[src/rtl/temporal_mxu_flex.sv]
// Temporal matrix unit: rate-coded A streamed against binary B, C = A x B.
// Each K-step lasts max(1, largest |A| in the column) cycles.
//
// state | meaning
// IDLE  | ready for an operand set
// RUN   | streaming unary A pulses into the accumulators
// DONE  | result held on out until out_ready
module temporal_mxu_flex #(
  parameter int M         = 4,
  parameter int K         = 4,
  parameter int N         = 4,
  parameter int BIT_WIDTH = 4,
  parameter int ACC_WIDTH = 2*BIT_WIDTH + $clog2(K),
  parameter int CYC_W     = 16
) (
  input  logic                                      clk,
  input  logic                                      reset_n,
  input  logic                                      in_valid,
  output logic                                      in_ready,
  input  logic                                      signed_mode,
  input  logic [M-1:0][K-1:0][BIT_WIDTH-1:0]        A,
  input  logic [K-1:0][N-1:0][BIT_WIDTH-1:0]        B,
  output logic                                      out_valid,
  input  logic                                      out_ready,
  output logic [M-1:0][N-1:0][ACC_WIDTH-1:0]        out,
  output logic [CYC_W-1:0]                          run_cycles
);

  localparam int KW = (K > 1) ? $clog2(K) : 1;

  typedef enum logic [1:0] {IDLE, RUN, DONE} state_t;

  state_t                               state_q, state_d;
  logic [KW-1:0]                        k_q, k_d;
  logic [BIT_WIDTH-1:0]                 c_q, c_d;
  logic [CYC_W-1:0]                     cyc_q, cyc_d;
  logic [CYC_W-1:0]                     run_cycles_q, run_cycles_d;
  logic [M-1:0][K-1:0][BIT_WIDTH-1:0]   a_q, a_d;
  logic [K-1:0][N-1:0][BIT_WIDTH-1:0]   b_q, b_d;
  logic                                 smode_q, smode_d;
  logic [M-1:0][N-1:0][ACC_WIDTH-1:0]   acc_q, acc_d;

  logic [M-1:0][BIT_WIDTH-1:0]          mag;
  logic [M-1:0]                         neg;
  logic [BIT_WIDTH-1:0]                 mag_max;
  logic [N-1:0][ACC_WIDTH-1:0]          bext;
  logic                                 step_end;
  logic [CYC_W-1:0]                     cyc_inc;

  // Negating -2^(BW-1) yields 2^(BW-1), which is exact when read as unsigned.
  always_comb begin
    mag_max = '0;
    for (int i = 0; i < M; i++) begin
      neg[i] = smode_q & a_q[i][k_q][BIT_WIDTH-1];
      mag[i] = neg[i] ? -a_q[i][k_q] : a_q[i][k_q];
      if (mag[i] > mag_max) mag_max = mag[i];
    end
    for (int j = 0; j < N; j++) begin
      bext[j] = smode_q
        ? {{(ACC_WIDTH-BIT_WIDTH){b_q[k_q][j][BIT_WIDTH-1]}}, b_q[k_q][j]}
        : {{(ACC_WIDTH-BIT_WIDTH){1'b0}}, b_q[k_q][j]};
    end
    step_end = (mag_max == '0) || (c_q == mag_max - BIT_WIDTH'(1));
    cyc_inc  = (cyc_q == '1) ? cyc_q : cyc_q + CYC_W'(1);
  end

  always_comb begin
    state_d      = state_q;
    k_d          = k_q;
    c_d          = c_q;
    cyc_d        = cyc_q;
    run_cycles_d = run_cycles_q;
    a_d          = a_q;
    b_d          = b_q;
    smode_d      = smode_q;
    acc_d        = acc_q;
    in_ready     = (state_q == IDLE);
    out_valid    = (state_q == DONE);
    case (state_q)
      IDLE: begin
        if (in_valid) begin
          a_d     = A;
          b_d     = B;
          smode_d = signed_mode;
          acc_d   = '0;
          k_d     = '0;
          c_d     = '0;
          cyc_d   = '0;
          state_d = RUN;
        end
      end
      RUN: begin
        for (int i = 0; i < M; i++) begin
          if (c_q < mag[i]) begin
            for (int j = 0; j < N; j++) begin
              acc_d[i][j] = neg[i] ? acc_q[i][j] - bext[j] : acc_q[i][j] + bext[j];
            end
          end
        end
        cyc_d = cyc_inc;
        if (step_end) begin
          c_d = '0;
          if (k_q == KW'(K-1)) begin
            k_d          = '0;
            run_cycles_d = cyc_inc;
            state_d      = DONE;
          end else begin
            k_d = k_q + KW'(1);
          end
        end else begin
          c_d = c_q + BIT_WIDTH'(1);
        end
      end
      DONE: begin
        if (out_ready) state_d = IDLE;
      end
      default: state_d = IDLE;
    endcase
  end

  always_ff @(posedge clk or negedge reset_n) begin
    if (!reset_n) begin
      state_q      <= IDLE;
      k_q          <= '0;
      c_q          <= '0;
      cyc_q        <= '0;
      run_cycles_q <= '0;
      a_q          <= '0;
      b_q          <= '0;
      smode_q      <= 1'b0;
      acc_q        <= '0;
    end else begin
      state_q      <= state_d;
      k_q          <= k_d;
      c_q          <= c_d;
      cyc_q        <= cyc_d;
      run_cycles_q <= run_cycles_d;
      a_q          <= a_d;
      b_q          <= b_d;
      smode_q      <= smode_d;
      acc_q        <= acc_d;
    end
  end

  assign out        = acc_q;
  assign run_cycles = run_cycles_q;

endmodule

[config.mk]
export PLATFORM = sky130hd
export DESIGN_NAME = temporal_mxu_flex
export DESIGN_NICKNAME = d
export VERILOG_FILES = /design/src/rtl/temporal_mxu_flex.sv
export SDC_FILE = /design/constraint.sdc
export NUM_CORES = 1
export LEC_CHECK = 0
export CAP_MARGIN = 20
export CORE_MARGIN = 2
export CORE_UTILIZATION = 37
export DETAILED_ROUTE_END_ITERATION = 7
export PLACE_DENSITY = 0.58
export SLEW_MARGIN = 20
export SYNTH_ARGS = -nofsm -noshare
export SYNTH_HDL_FRONTEND = slang
export SYNTH_SLANG_ARGS = --single-unit
[constraint.sdc]
create_clock -name clk -period 9.7 [get_ports clk]
set_input_delay 1.455 -clock clk [delete_from_list [all_inputs] [get_ports clk]]
set_output_delay 1.455 -clock clk [all_outputs]
set_load 0.05 [all_outputs]
# == Yosys cells after proc, flatten, opt, wreduce, memory -nomap -nowiden ==
# Index checks and enable logic that the tools add are counted.
# word_totals
register_bits,329
latchBits,0
ram_bits,0
mem_bits_ro,0
in_bits,133
output_inout_bits,178
word_cells,192
memories,0
# op_classes
add_sub_neg,40
mul,0
div_mod_pow,0
magnitude_cmp,9
n_eq_ne,13
shifts,0
mux,59
bitwise,4
reduce_logical,13
# op_table
op,count
case mux 160 bit (2 select lines),1
2-to-1 mux 10 bit,20
adder 10 bit,16
2-to-1 mux 160 bit,1
2-to-1 mux 40 bit,4
subtractor 10 bit,16
2-to-1 mux 4 bit,14
2-to-1 mux 16 bit,3
binary-select mux 16 bit (select 2 bit),1
binary-select mux 4 bit (select 2 bit),4
case mux 16 bit (2 select lines),1
AND reduction 3 bit,6
"adder 16 x 1 -> 16 bit, second input constant",1
"== test 16 bit, second input constant",1
less-than comparator 4 bit,4
negator 4 bit,4
2-to-1 mux 2 bit,7
"!= test 2 bit, second input constant",7
> comparator 4 bit,3
case mux 4 bit (2 select lines),1
case mux 2 bit (3 select lines),1
"adder 4 x 1 -> 4 bit, second input constant",1
AND 1 bit,4
"== test 2 bit, second input constant",2
other kinds (14),15

# == Depth between registers and ports, before layout ==
# Gate-level depths: netlist of run 1.
# logic_depth
ltp_word,17
depth_mapped,33
ltp_nobuf,30

# == Least setup slack after synthesis of run 1 ==
# OpenSTA, ideal clock, no wires.
# synth_timing
kind,reg2reg
start,register k_q[0]
end,register run_cycles_q[13] (netlist: run_cycles[13])
setup_ps,125
t_arrival_ps,6735
required_ps,9575
setup_slack_ps,2840
path_stages_with_launch,32
n_path_buf,3
period_less_slack_ps,6860
cell_sequence,dfrtp_1 buf_6 buf_6 mux4_2 inv_1 ha_1 nand3b_1 o32ai_1 xnor2_1 inv_1 ha_1 and4_1 a21oi_1 a21oi_1 ha_1 a21bo_2 o31a_1 nor2_1 mux2_2 ha_1 o211ai_1 a22oi_1 o211ai_4 mux2i_1 ha_1 xor2_1 xnor2_1 nand2_1 nor3_2 o211ai_4 buf_6 mux2_4
# synth_between
elab_chain_len,16
elab_cells_between_ends,34
cone_classes,5 x add/sub; 4 x order compare; 2 x eq/ne; 16 x mux; 4 x bitwise; 3 x reduce/logical
# synth_lines
element,line_no,source
from (decl),34,"logic [KW-1:0] k_q, k_d;"
from (signal assigned),134,k_q <= k_d;
binary-select mux 4 bit (select 2 bit),"54, 55",
2-to-1 mux 4 bit (implied by the code),"54, 55",
negator 4 bit / AND 1 bit (equally long branches),"55, 54",
2-to-1 mux 4 bit,55,mag[i] = neg[i] ? -a_q[i][k_q] : a_q[i][k_q];
> comparator 4 x 1 -> 1 bit,56,if (mag[i] > mag_max) mag_max = mag[i];
2-to-1 mux 4 bit,56,
> comparator 4 bit,56,
2-to-1 mux 4 bit,56,
> comparator 4 bit,56,
2-to-1 mux 4 bit,56,
> comparator 4 bit,56,
2-to-1 mux 4 bit,56,
subtractor 4 x 1 -> 4 bit,63,step_end = (mag_max == '0) || (c_q == mag_max - BIT_WIDTH'(1));
== test 4 bit,63,
logical OR 1 bit,63,
AND reduction 3 bit (no line) *,-,
to (signal assigned),137,run_cycles_q <= run_cycles_d;
to (decl),37,"logic [CYC_W-1:0] run_cycles_q, run_cycles_d;"
# Every way passes the cells marked *; elsewhere a longest branch is shown, timed or not. The select of a mux whose other input is x is not followed.
# A chain may end at the register's enable or synchronous reset.

# == Worst setup path after layout of run 1 ==
# layout_timing
start,register k_q[1]
end,register run_cycles_q[2] (netlist: run_cycles[2])
# The elaborated chain is that of the path after synthesis.

==> results_tabular.tex, run 1 <==
\begin{tabular}{lr}
\hline
Metric & Value \\
\hline
\multicolumn{2}{l}{\textbf{Run status}} \\
Status & complete, no violations \\
\multicolumn{2}{l}{\textbf{Critical path}} \\
Cell type of the slowest stage on the worst timing path & sky130\_fd\_sc\_hd\_\_o22a\_1 \\
Arrival @ worst endpoint & 8.73 ns \\
Count of cells along the worst register-to-register path & 27 \\
Critical Path Most Common Cell & sky130\_fd\_sc\_hd\_\_ha\_1 \\
Endpoint of the worst-slack reg-to-reg timing path & run\_cycles[2] \\
Largest fanout of any net on the critical path & 30 \\
Buffers and inverters on the worst path & 2 \\
Req. time, crit path & 10.15 ns \\
Element type at the critical path end & flop \\
Register-to-Register Setup Slack & 1.42 ns \\
Dominant delay contributor by cell family on the critical path & compound AO/OA/AOI/OAI gates \\
Start of the worst register-to-register path & k\_q[1] \\
Delay of the slowest cell on the worst path & 0.73 ns \\
Setup CP Type & flop to flop \\
Startpoint Class & flop \\
\multicolumn{2}{l}{\textbf{GRT}} \\
Maximum number of pins on one net before global-route repair & 182 \\
Via count of the first global-routing pass & 17.37k \\
Aggregate global-route resource usage & 21.76\% \\
Antenna violations before repair & 3 \\
Remaining global-route overflow & 0 \\
Global-route wire length before repair & 100.9 mm \\
\multicolumn{2}{l}{\textbf{Min path}} \\
Origin of the worst min-delay path & out[149] \\
Worst min-delay path class & flop to flop \\
Endpoint of the worst hold-timing path & out[149] \\
Cells on Worst Hold Path & 1 \\
\multicolumn{2}{l}{\textbf{Clock network}} \\
Clock Pin Slew Worst Setup and Hold Paths & 0.06 ns \\
Post-cts gate resize count & 0 \\
Number of buffers created by CTS & 42 \\
Clock Sinks & 329 \\
Clock latency on the worst-skew pair & 0.58 ns \\
Number of buffers on the longest clock path & 3 \\
Cell at the root of the clock tree & sky130\_fd\_sc\_hd\_\_clkbuf\_16 \\
Number of H-tree levels & 2 \\
Number of buffers added to fix hold violations after cts & 0 \\
Clock tree from TritonCTS & built \\
Number of post-CTS setup repair buffers & 0 \\
\multicolumn{2}{l}{\textbf{Floorplan}} \\
Row cnt & 88 \\
Core Box Area & 57700 sq um \\
Number of placed I/O pins & 311 \\
Horizontal die dimension & 245.7 um \\
Die height & 245.7 um \\
Floorplan die area & 60380 sq um \\
Starting density of the core & 37.47\% \\
\multicolumn{2}{l}{\textbf{Synth}} \\
Leading cell types by total area after synthesis & sky130\_fd\_sc\_hd\_\_dfrtp\_1 (38\%), sky130\_fd\_sc\_hd\_\_ha\_1 (10\%), sky130\_fd\_sc\_hd\_\_mux2\_2 (7.2\%), sky130\_fd\_sc\_hd\_\_o21ai\_0 (4.5\%), sky130\_fd\_sc\_hd\_\_nand2\_1 (3.9\%) \\
Synthesized net count & 2537 \\
Synthesized area per cell & 9.791 sq um \\
Fraction of the mapped netlist area in compound gates & 15.73\% \\
Synth warn & 0 \\
Largest area contributor in the netlist & sky130\_fd\_sc\_hd\_\_dfrtp\_1 \\
Simple logic cell fraction of the synthesized area & 12.65\% \\
Ys async rst share & 100.0\% \\
Largest family of logic cells by synthesized area & compound AO/OA/AOI/OAI gates \\
Post-synthesis instance total & 2208 \\
Number of enable-type register cells in the synthesized netlist & 0 \\
Share of synthesized area occupied by flip-flops and latches & 38.08\% \\
Adder-cell area share of the yosys netlist & 11.99\% \\
Post-synthesis register bit count & 329 \\
Area fraction of the dominant cell type after synthesis & 38.08\% \\
Multiplexer fraction of the synthesized cell area & 11.42\% \\
Post-Syn Area & 21620 sq um \\
Synth Area in XOR/XNOR & 6.025\% \\
Number of distinct library cell variants in the gate-level netlist after synthesis & 60 \\
Most used flip-flop cell after synthesis & sky130\_fd\_sc\_hd\_\_dfrtp\_1 \\
\multicolumn{2}{l}{\textbf{Final layout}} \\
Fillers & 5537 \\
Relative area change from synthesis to final layout & 23.57\% \\
Share of layout cells above drive strength 1 & 11.00\% \\
Number of nets in the finished design & 2793 \\
FF/Latch Area & 8237 sq um \\
Area of the multi-input gates & 12520 sq um \\
\multicolumn{2}{l}{\textbf{STA}} \\
Worst relative slew slack & 29.13\% \\
Tightest hold margin & 0.4768 ns \\
Max Slew Vio Count & 0 \\
Setup TNS Final & 0 ns \\
Setup Viol. Count Final & 0 \\
Maximum frequency from static timing analysis & 120.8 MHz \\
RSZ-0062 raised after global routing & no \\
Clock period minus final worst setup slack & 8.281 ns \\
Tightest Pin Transition & 1.063 ns \\
Crit share post-route & 85.37\% \\
Worst Clk Skew & 0.01785 ns \\
Hold Violations, Final & 0 \\
\multicolumn{2}{l}{\textbf{Placed design}} \\
Buffers on Ports & 310 \\
Hpwl dp & 48.29 mm \\
Last weighted congestion value of the routability-driven placer & 0.8835 \\
\multicolumn{2}{l}{\textbf{Detailed routing}} \\
Average via count per standard cell & 5.341 \\
Iteration-0 DRC Markers & 1008 \\
First-pass detailed-route iteration total & 5 \\
Post-route DRC & 0 \\
Count of nets left with antenna violations after detail routing & 0 \\
Routed via count & 17.40k \\
Routed wire length per instance & 20.33 um \\
Routed wire length & 66.22 mm \\
\multicolumn{2}{l}{\textbf{Job}} \\
Max\_cap viols & 0 \\
\hline
\end{tabular}
## final cells by class
class | instances | area share, %
Multi-Input combinational cell | 1650 | 46.85
Tap cell | 765 | 3.583
Clock buffer | 63 | 4.679
Inverter | 115 | 1.616
Antenna cell | 1 | 0.009368
Sequential cell | 329 | 30.83
Clock inverter | 9 | 0.2482
Timing Repair Buffer | 326 | 12.18
## how the worst max path moves through the flow
stage	from	to	slack [ns]	cells after the start
floorplan	k_q[0]	run_cycles[13]	2.84	31
global placement	k_q[1]	run_cycles[5]	1.83	28
detailed placement	k_q[1]	run_cycles[2]	1.47	28
CTS	k_q[1]	run_cycles[2]	1.43	28
global route	k_q[1]	run_cycles[2]	0.79	28
finish	k_q[1]	run_cycles[2]	1.42	27
## synthesized netlist by cell type (47+ instances only)
| master | n |
|---|---|
| sky130_fd_sc_hd__a21oi_1 | 95 |
| sky130_fd_sc_hd__ha_1 | 180 |
| sky130_fd_sc_hd__a21o_1 | 74 |
| sky130_fd_sc_hd__o21ai_0 | 195 |
| sky130_fd_sc_hd__mux2_2 | 139 |
| sky130_fd_sc_hd__xnor2_1 | 69 |
| sky130_fd_sc_hd__o41ai_1 | 47 |
| sky130_fd_sc_hd__nor2b_1 | 65 |
| sky130_fd_sc_hd__nand2_1 | 223 |
| sky130_fd_sc_hd__clkbuf_1 | 96 |
| sky130_fd_sc_hd__nand3_1 | 77 |
| sky130_fd_sc_hd__inv_1 | 115 |
| sky130_fd_sc_hd__xor2_1 | 76 |
| sky130_fd_sc_hd__o31ai_1 | 53 |
| sky130_fd_sc_hd__nor2_1 | 115 |
| sky130_fd_sc_hd__dfrtp_1 | 329 |
## registers in the layout, indices dropped and copies added, names as in the netlist
register / count
run_cycles: 16
a_q: 64
b_q: 64
c_q: 4
out: 160
cyc_q: 16
smode_q: 1
state_q: 2
k_q: 2
## per-stage QoR
step | util (%) | instances | area [sq um] | setup WS, ns
3_5_place_dp | 44.01 | 3185 | 25390 | 1.467
4_1_cts | 46.30 | 3257 | 26710 | 1.427
2_1_floorplan | - | 2208 | 21620 | 2.840
3_3_place_gp | 44.01 | 3185 | 25390 | 1.827
5_1_grt | 46.30 | 3257 | 26710 | 0.7911
6_report | 46.30 | 3258 | 26710 | 1.419
## cell usage in the layout (no fill, tap or decap), types with 14 or more instances in the layout
cell type / n
sky130_fd_sc_hd__a21boi_0: 33
sky130_fd_sc_hd__a21o_1: 74
sky130_fd_sc_hd__a21oi_1: 95
sky130_fd_sc_hd__and2_1: 15
sky130_fd_sc_hd__and3_1: 25
sky130_fd_sc_hd__buf_4: 14
sky130_fd_sc_hd__clkbuf_16: 42
sky130_fd_sc_hd__clkdlybuf4s50_1: 309
sky130_fd_sc_hd__dfrtp_1: 326
sky130_fd_sc_hd__fa_1: 16
sky130_fd_sc_hd__ha_1: 180
sky130_fd_sc_hd__inv_1: 115
sky130_fd_sc_hd__mux2_2: 139
sky130_fd_sc_hd__mux4_2: 29
sky130_fd_sc_hd__nand2_1: 222
sky130_fd_sc_hd__nand2b_1: 37
sky130_fd_sc_hd__nand3_1: 77
sky130_fd_sc_hd__nor2_1: 115
sky130_fd_sc_hd__nor2b_1: 65
sky130_fd_sc_hd__o21ai_0: 195
sky130_fd_sc_hd__o31ai_1: 53
sky130_fd_sc_hd__o41ai_1: 47
sky130_fd_sc_hd__xnor2_1: 69
sky130_fd_sc_hd__xor2_1: 76
## cells by family after synthesis
logic type / after synthesis
buffers and inverters: 229
AO/OA/AOI/OAI: 533
multiplexers: 188
adder cells (fa/ha/maj): 198
XOR/XNOR: 147
AND/OR/NAND/NOR: 584
flip-flops: 329
## per-layer routing
metal	vias to the layer above	GRT usage (%)	wire length, um
li1	8324	-	-
met5	-	0	13
met3	125	5.413	4956
met1	8414	28.28	28870
met2	536	34.47	29840
met4	2	9.073	2542
Power of run 1 is not shown: default switching activity piles up to over one toggle a cycle in this logic, so the estimate is an artifact.
==> inputs of run 2 (changes only) <==
==> constraint.sdc (replaced) <==
create_clock -name clk -period 9.7 [get_ports clk]
set_input_delay 0.97 -clock clk [delete_from_list [all_inputs] [get_ports clk]]
set_output_delay 0.97 -clock clk [all_outputs]
set_load 0.05 [all_outputs]
==> results of run 2 <==
Same layout as run 1 (identical final DEF). Status: complete, no violations.
Main changes from that run: hold slack 0.4768 ns -> 0.4061 ns
Power of run 2 is left out for the same reason.
